==> src/rtl/regs_dump_reader.sv <==
// Walks the register bank through an async read port and streams each register MSB byte first (valid/ready).
// Define REGS_DUMP_CHECKSUM_EN to append an 8-bit XOR checksum byte after the last register.
module regs_dump_reader #(
  parameter int REGISTERS_BANK_SIZE = 32,
  parameter int REGISTERS_SIZE      = 32
) (
  input  logic                                   i_clk,
  input  logic                                   i_reset_n,
  input  logic                                   i_start,
  output logic [$clog2(REGISTERS_BANK_SIZE)-1:0] o_read_register,
  input  logic [REGISTERS_SIZE-1:0]              i_read_data,
  output logic [7:0]                             o_byte_data,
  output logic                                   o_byte_valid,
  input  logic                                   i_byte_ready,
  output logic                                   o_busy,
  output logic                                   o_done
);
  localparam int IDX_W = $clog2(REGISTERS_BANK_SIZE);
  localparam int BYTES = REGISTERS_SIZE / 8;
  localparam int CNT_W = (BYTES > 1) ? $clog2(BYTES) : 1;
  localparam logic [IDX_W-1:0] LAST_IDX  = IDX_W'(REGISTERS_BANK_SIZE - 1);
  localparam logic [CNT_W-1:0] LAST_BYTE = CNT_W'(BYTES - 1);

`ifdef REGS_DUMP_CHECKSUM_EN
  typedef enum logic [2:0] {IDLE, LOAD, SEND, CSUM, DONE} state_t;
`else
  typedef enum logic [2:0] {IDLE, LOAD, SEND, DONE} state_t;
`endif

  state_t                    state_q, state_d;
  logic [IDX_W-1:0]          index_q;
  logic [REGISTERS_SIZE-1:0] shift_q;
  logic [CNT_W-1:0]          cnt_q;
  logic                      xfer;
`ifdef REGS_DUMP_CHECKSUM_EN
  logic [7:0]                csum_q;
`endif

  assign xfer            = o_byte_valid && i_byte_ready;
  assign o_read_register = index_q;
  assign o_busy          = (state_q != IDLE);
  assign o_done          = (state_q == DONE);

  always_ff @(posedge i_clk or negedge i_reset_n) begin
    if (!i_reset_n) begin
      state_q <= IDLE;
    end else begin
      state_q <= state_d;
    end
  end

  always_comb begin
    state_d = state_q;
    case (state_q)
      IDLE: if (i_start) state_d = LOAD;
      LOAD: state_d = SEND;
      SEND: begin
        if (xfer && (cnt_q == LAST_BYTE)) begin
          if (index_q != LAST_IDX) begin
            state_d = LOAD;
          end else begin
`ifdef REGS_DUMP_CHECKSUM_EN
            state_d = CSUM;
`else
            state_d = DONE;
`endif
          end
        end
      end
`ifdef REGS_DUMP_CHECKSUM_EN
      CSUM: if (xfer) state_d = DONE;
`endif
      DONE:    state_d = IDLE;
      default: state_d = IDLE;
    endcase
  end

  always_comb begin
    o_byte_valid = 1'b0;
    o_byte_data  = 8'h00;
    if (state_q == SEND) begin
      o_byte_valid = 1'b1;
      o_byte_data  = shift_q[REGISTERS_SIZE-1 -: 8];
    end
`ifdef REGS_DUMP_CHECKSUM_EN
    if (state_q == CSUM) begin
      o_byte_valid = 1'b1;
      o_byte_data  = csum_q;
    end
`endif
  end

  // Datapath: index only advances after the last byte of a register, so the bank read stays stable.
  always_ff @(posedge i_clk or negedge i_reset_n) begin
    if (!i_reset_n) begin
      index_q <= '0;
      shift_q <= '0;
      cnt_q   <= '0;
`ifdef REGS_DUMP_CHECKSUM_EN
      csum_q  <= '0;
`endif
    end else begin
      if ((state_q == IDLE) && i_start) begin
        index_q <= '0;
`ifdef REGS_DUMP_CHECKSUM_EN
        csum_q  <= '0;
`endif
      end
      if (state_q == LOAD) begin
        shift_q <= i_read_data;
        cnt_q   <= '0;
      end
      if ((state_q == SEND) && xfer) begin
`ifdef REGS_DUMP_CHECKSUM_EN
        csum_q <= csum_q ^ shift_q[REGISTERS_SIZE-1 -: 8];
`endif
        if (cnt_q != LAST_BYTE) begin
          shift_q <= shift_q << 8;
          cnt_q   <= cnt_q + 1'b1;
        end else if (index_q != LAST_IDX) begin
          index_q <= index_q + 1'b1;
        end
      end
    end
  end
endmodule
==> config.mk <==
export PLATFORM = sky130hd
export DESIGN_NAME = regs_dump_reader
export DESIGN_NICKNAME = d
export VERILOG_FILES = /design/src/rtl/regs_dump_reader.sv
export SDC_FILE = /design/constraint.sdc
export NUM_CORES = 1
export LEC_CHECK = 0
export BUFFER_PORTS_ARGS = -buffer_cell sky130_fd_sc_hd__buf_2
export CAP_MARGIN = 20
export CORE_ASPECT_RATIO = 1.2
export CORE_MARGIN = 10
export CORE_UTILIZATION = 40
export CTS_CLUSTER_DIAMETER = 150
export DETAILED_ROUTE_END_ITERATION = 8
export GPL_TIMING_DRIVEN = 0
export PLACE_DENSITY = 0.6
export SLEW_MARGIN = 5
export SYNTH_ARGS = -nofsm -noshare
export SYNTH_HDL_FRONTEND = slang
export SYNTH_SLANG_ARGS = --single-unit
==> constraint.sdc <==
create_clock -name i_clk -period 1.9 [get_ports i_clk]
set_input_delay 0.38 -clock i_clk [delete_from_list [all_inputs] [get_ports i_clk]]
set_output_delay 0.38 -clock i_clk [all_outputs]
set_load 0.02 [all_outputs]
==> results of run 1 <==
==> final cells by class <==
class,count,area (um^2),share of cell area [%]
clock buffers,8,80.1,3.37
multi-input cells,137,860,36.1
inverters,3,11.3,0.473
repair buffers,51,255,10.7
flip-flops and latches,41,1030,43.2
plain buffers,13,72.6,3.05
well taps,58,72.6,3.05
==> per-stage QoR <==
step	util [%]	setup slack (ps)	cells	total power, mW	area [um^2]
6_report	51.0	104	311	3.20	2380
5_1_grt	51.0	8.14	311	3.50	2380
4_1_cts	50.9	40.5	311	3.24	2370
3_5_place_dp	49.1	52.0	303	2.69	2290
3_3_place_gp	49.1	46.4	303	2.65	2290
2_1_floorplan	-	52.5	194	2.30	1960
==> placed cells by master (no fill, tap or decap), drive strengths merged, types with 2 or more instances in the layout <==
cell type	n
and2	9
buf	61
nand2	45
mux2i	26
o21ai	28
inv	3
ha	3
or2	2
nor2b	2
dfrtp	41
nor4b	2
a21oi	8
clkbuf	11
o211ai	2
==> flip-flops by register name, summed over array words and instances, names as in the netlist <==
register         flops
cnt_q                2
o_read_register      5
shift_q             32
state_q              2
==> worst paths after layout <==
| kind | depth (start not counted) | endpoint | startpoint |
|---|---|---|---|
| worst max register to register | 6 | o_read_register[2]$_DFF_PN0_ | o_read_register[0]$_DFF_PN0_ |
| worst min register to register | 2 | shift_q[21]$_DFF_PN0_ | shift_q[13]$_DFF_PN0_ |
| worst min-delay path | 1 | state_q[0]$_DFFE_PN0P_ | i_reset_n |
| worst max-delay path | 6 | o_read_register[2]$_DFF_PN0_ | o_read_register[0]$_DFF_PN0_ |
| min in group i_clk | 3 | shift_q[5]$_DFF_PN0_ | i_read_data[5] |
| max in group asynchronous | 1 | state_q[1]$_DFFE_PN0P_ | i_reset_n |
==> cells in the mapped netlist (3+ instances only) <==
cell type / number / area share, %
a21oi_1: 8 / 2.0
and2_1: 9 / 2.9
buf_2: 4 / 1.0
buf_4: 4 / 1.5
clkbuf_1: 4 / 0.76
dfrtp_1: 41 / 52
ha_1: 3 / 1.9
inv_1: 3 / 0.57
mux2i_1: 26 / 13
nand2_1: 45 / 8.6
o21ai_0: 28 / 7.1
==> power groups by stage <==
stage	Clock [mW]	Combinational, mW	Sequential, mW
2_1_floorplan	0	0.917	1.39
4_1_cts	0.569	1.26	1.41
3_3_place_gp	0	1.23	1.41
5_1_grt	0.603	1.44	1.46
6_report	0.549	1.24	1.41
3_5_place_dp	0	1.26	1.43
==> routing by layer <==
metal	routed length (um)	share of wire, %	GRT usage, %
met1	1900	42	13.6
met2	2220	49	19.2
met3	344	7.6	4.86
met4	57	1.3	3.47
met5	0	0	0
==> repair_timing <==
action,in CTS,in global routing
pin swaps,0,0
hold buffers,0,0
gates resized for setup,2,4
endpoints found under the setup margin,9,9
hold endpoints to repair,0,0
==> cell families after synthesis <==
family,Yosys count
and+or+nand+nor,67
AOI/OAI and AO/OA,41
DFF,41
muxes,26
buffers and inverters,16
adders and majority gates,3
==> flow_summary.ini, run 1 <==
[synth]
synthMuxAreaShare_pct = 13.3
ys_seq_area_share_pct = 52.3
ys_types = 27
synthAdderAreaFrac_pct = 1.91
synth_simple_gate_area_share_pct = 17.2
yosys_most_used_dff = dfrtp_1
synth_top_family_by_area = simple AND/OR/NAND/NOR gates
syn_inst = 194
ys_seq_elements = 41
synth_area_um2 = 1960
avgSynthCellArea_um2 = 10.1
synth_compound_area_share_pct = 11.3
synth_edf_count = 0
synthArstFlopShare_pct = 100
synth_fp_nets = 233
ys_warn_count = 0
synth_xor_xnor_area_share_pct = 0

[pwr]
power_switching_mw = 1.18
p_int_mw = 2.02
peakVddDrop_v = 0.000590
comb_power_share_pct = 38.8
seq_power_share_pct = 44.1
swShare_pct = 36.9
power.leakage_nw = 1.13
power_frac_clock_pct = 17.2
p_per_area_nw_per_um2 = 1350

[layout]
drive_gt1_share_pct = 28.1
n_fill_cell = 447
diodes = 0
nNetsFinal = 291
area_growth_pct = 21.2

[floorplan]
start_util_pct = 42.1
die_area_um2 = 8120
rows = 27
die_w_um = 84.0
pin_count = 52
die_h_um = 96.7
coreArea_um2 = 4660

[sta]
finClkSkew_ps = 6.10
report.final.slew_viol_count = 0
final_hold_viol_count = 0
setup_violations = 0
finalCriticalPeriod_ps = 1800
finalHoldWorstSlack_ps = 211
max_freq_mhz = 557
worst_pin_slew_ps = 892
relSlewSlack_pct = 40.5
rsz0062_at_grt = no
totalNegativeSetupSlack_ps = 0
post-route-period-util_pct = 94.5

[route]
drt-initial-drc-count = 62
first_pass_iters = 4
drc_errors = 0
wirelength_mm = 4.52
via_per_inst = 4.88
vias = 1517
wl_per_cell_um = 14.5
ant_nets = 0

[clock_tree]
numCtsBuffers = 5
clk_path_buf_depth = 2
cts.sinks = 41
post_cts_buffers = 0
clock_latency_ps = 290
cts-root-buf = clkbuf_8
clkSlewWorstSetupHoldPaths_ps = 80
cts_tree = built
h-tree-depth = 2

[worst_setup_path]
crit_chain = ha_1 -> and3_1 -> ha_2 -> or2_0 -> buf_2 -> a311o_1
cpLargestDelayFamily = adder cells
cp_slowest_cell = dfrtp_1
arrival_ps = 1970
cp_slowest_stage_delay_ps = 420
critPathBufInv = 1
cp-end-kind = flip-flop
critPathRequiredTime_ps = 2080
path_class = flip-flop to flip-flop
r2r_slack_ps = 100
start_kind = flip-flop
path_max_fanout = 7

[run]
maxCapViolCount = 0

[grt]
grt_pass1_wl_mm = 8.04
grt_start_max_net_pins = 42
overflow = 0
antenna_found_initial = 0
grt_usage_pct = 11.7
grt_pass1_vias = 1624

[place]
dp_hpwl_mm = 3.37
place_congestion = 0.757
port_buffers = 51

[hold_path]
hold_class = input pin to async pin

[run_status]
status = completed
No activity file was read; power rests on OpenSTA's default activity.
==> inputs of run 2 (changes only) <==
Clock period 1.9 ns to 2 ns, I/O delays scaled along.
==> flow_summary.ini, run 2 (synthesis results as in run 1) <==
[grt]
grt_start_max_net_pins = 42
grt_pass1_wl_mm = 8.04
grt_usage_pct = 11.7
antenna_found_initial = 0
overflow = 0
grt_pass1_vias = 1624

[layout]
diodes = 0
largest_register_ffs = 32
most-common-layout-cells = 55 x buf_2, 45 x nand2_1, 40 x dfrtp_1, 28 x o21ai_0, 26 x mux2i_1
layout_commonest_cell = buf_2
area_growth_pct = 20.9
drive_gt1_share_pct = 27.7
nNetsFinal = 291
utilization_pct = 50.9
max_flop_register = shift_q

[pwr]
seq_power_share_pct = 44.2
p_per_area_nw_per_um2 = 1280
p_int_mw = 1.91
comb_power_share_pct = 38.6
swShare_pct = 37.0
peakVddDrop_v = 0.000559
power_frac_clock_pct = 17.1
power_switching_mw = 1.12
power.leakage_nw = 1.13

[floorplan]
rows = 27
pin_count = 52
die_w_um = 84.0
die_h_um = 96.7
coreArea_um2 = 4660
die_area_um2 = 8120
start_util_pct = 42.1

[worst_setup_path]
path_max_fanout = 10
cp-end-kind = primary output
arrival_ps = 1460
path_class = flip-flop to primary output
start_kind = flip-flop
critPathRequiredTime_ps = 1600

[sta]
finClkSkew_ps = 6.22
post-route-period-util_pct = 92.9
rsz0062_at_grt = no
report.final.slew_viol_count = 0
relSlewSlack_pct = 40.6
setup_violations = 0
final_hold_viol_count = 0
totalNegativeSetupSlack_ps = 0
finalCriticalPeriod_ps = 1860
worst_pin_slew_ps = 892
max_freq_mhz = 538

[route]
via_per_inst = 4.89
first_pass_iters = 4
wirelength_mm = 4.51
wl_per_cell_um = 14.5
ant_nets = 0
drt-initial-drc-count = 66
drc_errors = 0
vias = 1520

[place]
place_congestion = 0.757
dp_hpwl_mm = 3.37
port_buffers = 51

[clock_tree]
cts_tree = built
cts.sinks = 41
clkSlewWorstSetupHoldPaths_ps = 80
h-tree-depth = 2
clk_path_buf_depth = 2
numCtsBuffers = 5
cts-root-buf = clkbuf_8
clock_latency_ps = 290

[run_status]
status = completed

[run]
maxCapViolCount = 0

[hold_path]
hold_class = input pin to async pin
## run 2: final cells by class
| class | count | area (um^2) |
|---|---|---|
| tap | 58 | 72.6 |
| sequential | 41 | 1030 |
| timing repair buffer | 51 | 255 |
| buffer | 13 | 70.1 |
| clock buffer | 8 | 80.1 |
| multi-input combinational | 137 | 857 |
| fill | 444 | 2290 |
| inverter | 3 | 11.3 |
## run 2: path summary, 6_finish.rpt
check | depth (start not counted) | start | slack [ps] | to
worst max-delay path | 4 | state_q[1]$_DFFE_PN0P_ | 140 | o_byte_data[6]
worst min-delay path | 1 | i_reset_n | 230 | state_q[0]$_DFFE_PN0P_
worst max register to register | 6 | o_read_register[0]$_DFF_PN0_ | 150 | o_read_register[2]$_DFF_PN0_
worst min register to register | 2 | shift_q[13]$_DFF_PN0_ | 480 | shift_q[21]$_DFF_PN0_
max in group asynchronous | 1 | i_reset_n | 1160 | state_q[1]$_DFFE_PN0P_
min in group i_clk | 3 | i_read_data[5] | 340 | shift_q[5]$_DFF_PN0_
## run 2: power groups by stage
stage | sequential, mW | combinational, mW | clock [mW]
3_3_place_gp | 1.34 | 1.17 | 0
3_5_place_dp | 1.36 | 1.20 | 0
6_report | 1.34 | 1.17 | 0.520
4_1_cts | 1.34 | 1.20 | 0.541
2_1_floorplan | 1.32 | 0.871 | 0
5_1_grt | 1.39 | 1.36 | 0.573
## run 2: metrics by stage
step / hold WS (ps) / worst slack (ps) / instance area, um^2 / power (mW) / instances
2_1_floorplan: 104 / 153 / 1960 / 2.19 / 194
3_3_place_gp: 456 / 146 / 2290 / 2.51 / 303
3_5_place_dp: 463 / 152 / 2290 / 2.55 / 303
4_1_cts: 271 / 66.3 / 2370 / 3.08 / 311
5_1_grt: 316 / 15.2 / 2370 / 3.32 / 311
6_report: 232 / 143 / 2370 / 3.03 / 311
## run 2: critical path, cell delays in order (launching register included)
cell	delay, ps
dfrtp_2	460
nor2b_1	150
clkbuf_2	200
and2_1	210
buf_2	160
## run 2: repair_timing
item	4_1_cts	5_1_grt
setup endpoints to repair	8	8
endpoints found under the hold margin	0	0
pin swaps	0	0
setup buffers	0	0
hold buffers	0	0
resized for setup	1	1
## run 2: per-layer routing
layer	wire length (um)	up-vias	GRT usage [%]
li1	-	777	-
met1	1930	695	13.6
met2	2190	42	19.2
met3	349	6	4.86
met4	48	0	3.47
met5	0	-	0
==> inputs of run 3 (changes only) <==
Settings changed: BUFFER_PORTS_ARGS -buffer_cell sky130_fd_sc_hd__buf_2 to -buffer_cell sky130_fd_sc_hd__buf_4, CTS_BUF_LIST set to sky130_fd_sc_hd__clkbuf_2, PLACE_DENSITY 0.6 to unset.
==> flow_summary.ini, run 3 (synthesis results as in run 1) <==
[run_status]
status = completed

[place]
place_congestion = 0.770
dp_hpwl_mm = 3.41
port_buffers = 51
dp.cells = 303

[clock_tree]
cts-root-buf = clkbuf_2
clkSlewWorstSetupHoldPaths_ps = 210
h-tree-depth = 2
cts_tree = built
numCtsBuffers = 5
cts.sinks = 41
clock_latency_ps = 410
clk_path_buf_depth = 2

[grt]
antenna_found_initial = 0
grt_start_max_net_pins = 42
grt_pass1_vias = 1606
grt_usage_pct = 11.5
overflow = 0
grt_pass1_wl_mm = 7.79

[route]
wirelength_mm = 4.63
ant_nets = 0
drt-initial-drc-count = 82
via_per_inst = 4.97
drc_errors = 0
wl_per_cell_um = 14.8
vias = 1561
first_pass_iters = 4

[sta]
finClkSkew_ps = 27.8
rsz0062_at_grt = no
max_freq_mhz = 532
post-route-period-util_pct = 94.0
worst_pin_slew_ps = 533
setup_violations = 0
finalCriticalPeriod_ps = 1880
report.final.slew_viol_count = 0
final_hold_viol_count = 0
relSlewSlack_pct = 64.5
totalNegativeSetupSlack_ps = 0

[pwr]
peakVddDrop_v = 0.000485
p_per_area_nw_per_um2 = 1230
power.leakage_nw = 1.17
report.power.total_mw = 3.10

[floorplan]
die_area_um2 = 8120
rows = 27
die_h_um = 96.7
coreArea_um2 = 4660
start_util_pct = 42.1
die_w_um = 84.0
pin_count = 52

[hold_path]
worstHoldStart = i_read_data[5]
hold_class = input pin to flip-flop
worstHoldPathCells = 3
hold_path_end = shift_q[5]$_DFF_PN0_

[layout]
drive_gt1_share_pct = 29.3
nNetsFinal = 294
most-common-layout-cells = 58 x buf_4, 45 x nand2_1, 39 x dfrtp_1, 28 x o21ai_0, 26 x mux2i_1
diodes = 0
largest_register_ffs = 32
fin_cells = 314
max_flop_register = shift_q
area_growth_pct = 28.0
utilization_pct = 53.9
layout_commonest_cell = buf_4

[worst_setup_path]
reg2reg_depth = 6
arrival_ps = 2210
cp-end-kind = flip-flop
cp_slowest_cell = dfrtp_1
critPathRequiredTime_ps = 2330
r2r_slack_ps = 120
r2r_end = o_read_register[2]$_DFF_PN0_
path_class = flip-flop to flip-flop
critPathBufInv = 1
path_max_fanout = 7
crit_chain = ha_1 -> and3_1 -> ha_1 -> or2_0 -> buf_2 -> a311o_1
cp_slowest_stage_delay_ps = 470
r2r-start = o_read_register[0]$_DFF_PN0_
path_common_cell = ha_1
start_kind = flip-flop
cpLargestDelayFamily = adder cells

[run]
maxCapViolCount = 0
==> run 3: layout make-up <==
cell class / instances / area, um^2
plain buffers: 13 / 72.6
clock buffers: 6 / 30.0
clock inverters: 2 / 33.8
fillers: 470 / 2150
inverters: 3 / 11.3
multi-input cells: 137 / 857
flip-flops and latches: 41 / 1030
well taps: 58 / 72.6
repair buffers: 54 / 408
==> run 3: worst max path at each step <==
stage | from | cells after the start | to
after floorplan | o_read_register[0]$_DFF_PN0_ | 6 | o_read_register[2]$_DFF_PN0_
after global placement | o_read_register[0]$_DFF_PN0_ | 6 | o_read_register[2]$_DFF_PN0_
after detailed placement | o_read_register[0]$_DFF_PN0_ | 6 | o_read_register[2]$_DFF_PN0_
after CTS | state_q[0]$_DFFE_PN0P_ | 4 | o_byte_data[6]
after global routing | state_q[0]$_DFFE_PN0P_ | 4 | o_byte_data[1]
final | o_read_register[0]$_DFF_PN0_ | 6 | o_read_register[2]$_DFF_PN0_
==> run 3: stage by stage <==
stage | setup slack, ps | instance area, um^2 | hold WS (ps)
floorplan | 153 | 1960 | 104
global placement | 141 | 2420 | 424
detailed placement | 141 | 2420 | 421
CTS | 47.0 | 2500 | 173
global route | 2.20 | 2510 | 141
finish | 120 | 2510 | 192
==> run 3: metal layers <==
metal / vias up / global-route usage, % / wire (um)
met1: 735 / 13.7 / 2060
met5: - / 0 / 0
li1: 784 / - / -
met2: 36 / 18.5 / 2220
met4: 0 / 3.47 / 57
met3: 6 / 4.52 / 302
==> run 3: what timing repair did <==
item | CTS | global route
hold endpoints to repair | 41 | 0
hold buffers | 1 | 0
gates resized for setup | 3 | 2
setup buffers | 1 | 1
endpoints found under the setup margin | 9 | 8
==> run 3: worst register-to-register path, cell delays in order, from the launching register on <==
cell and delay [ps]:
dfrtp_1 470, ha_1 240, and3_1 150, ha_1 250, or2_0 230, buf_2 160
a311o_1 310
==> run 3: power by group <==
part           switching, mW  internal, mW  total, mW
Clock                  0.269         0.213      0.482
Combinational          0.704         0.601       1.31
Sequential             0.158          1.15       1.31
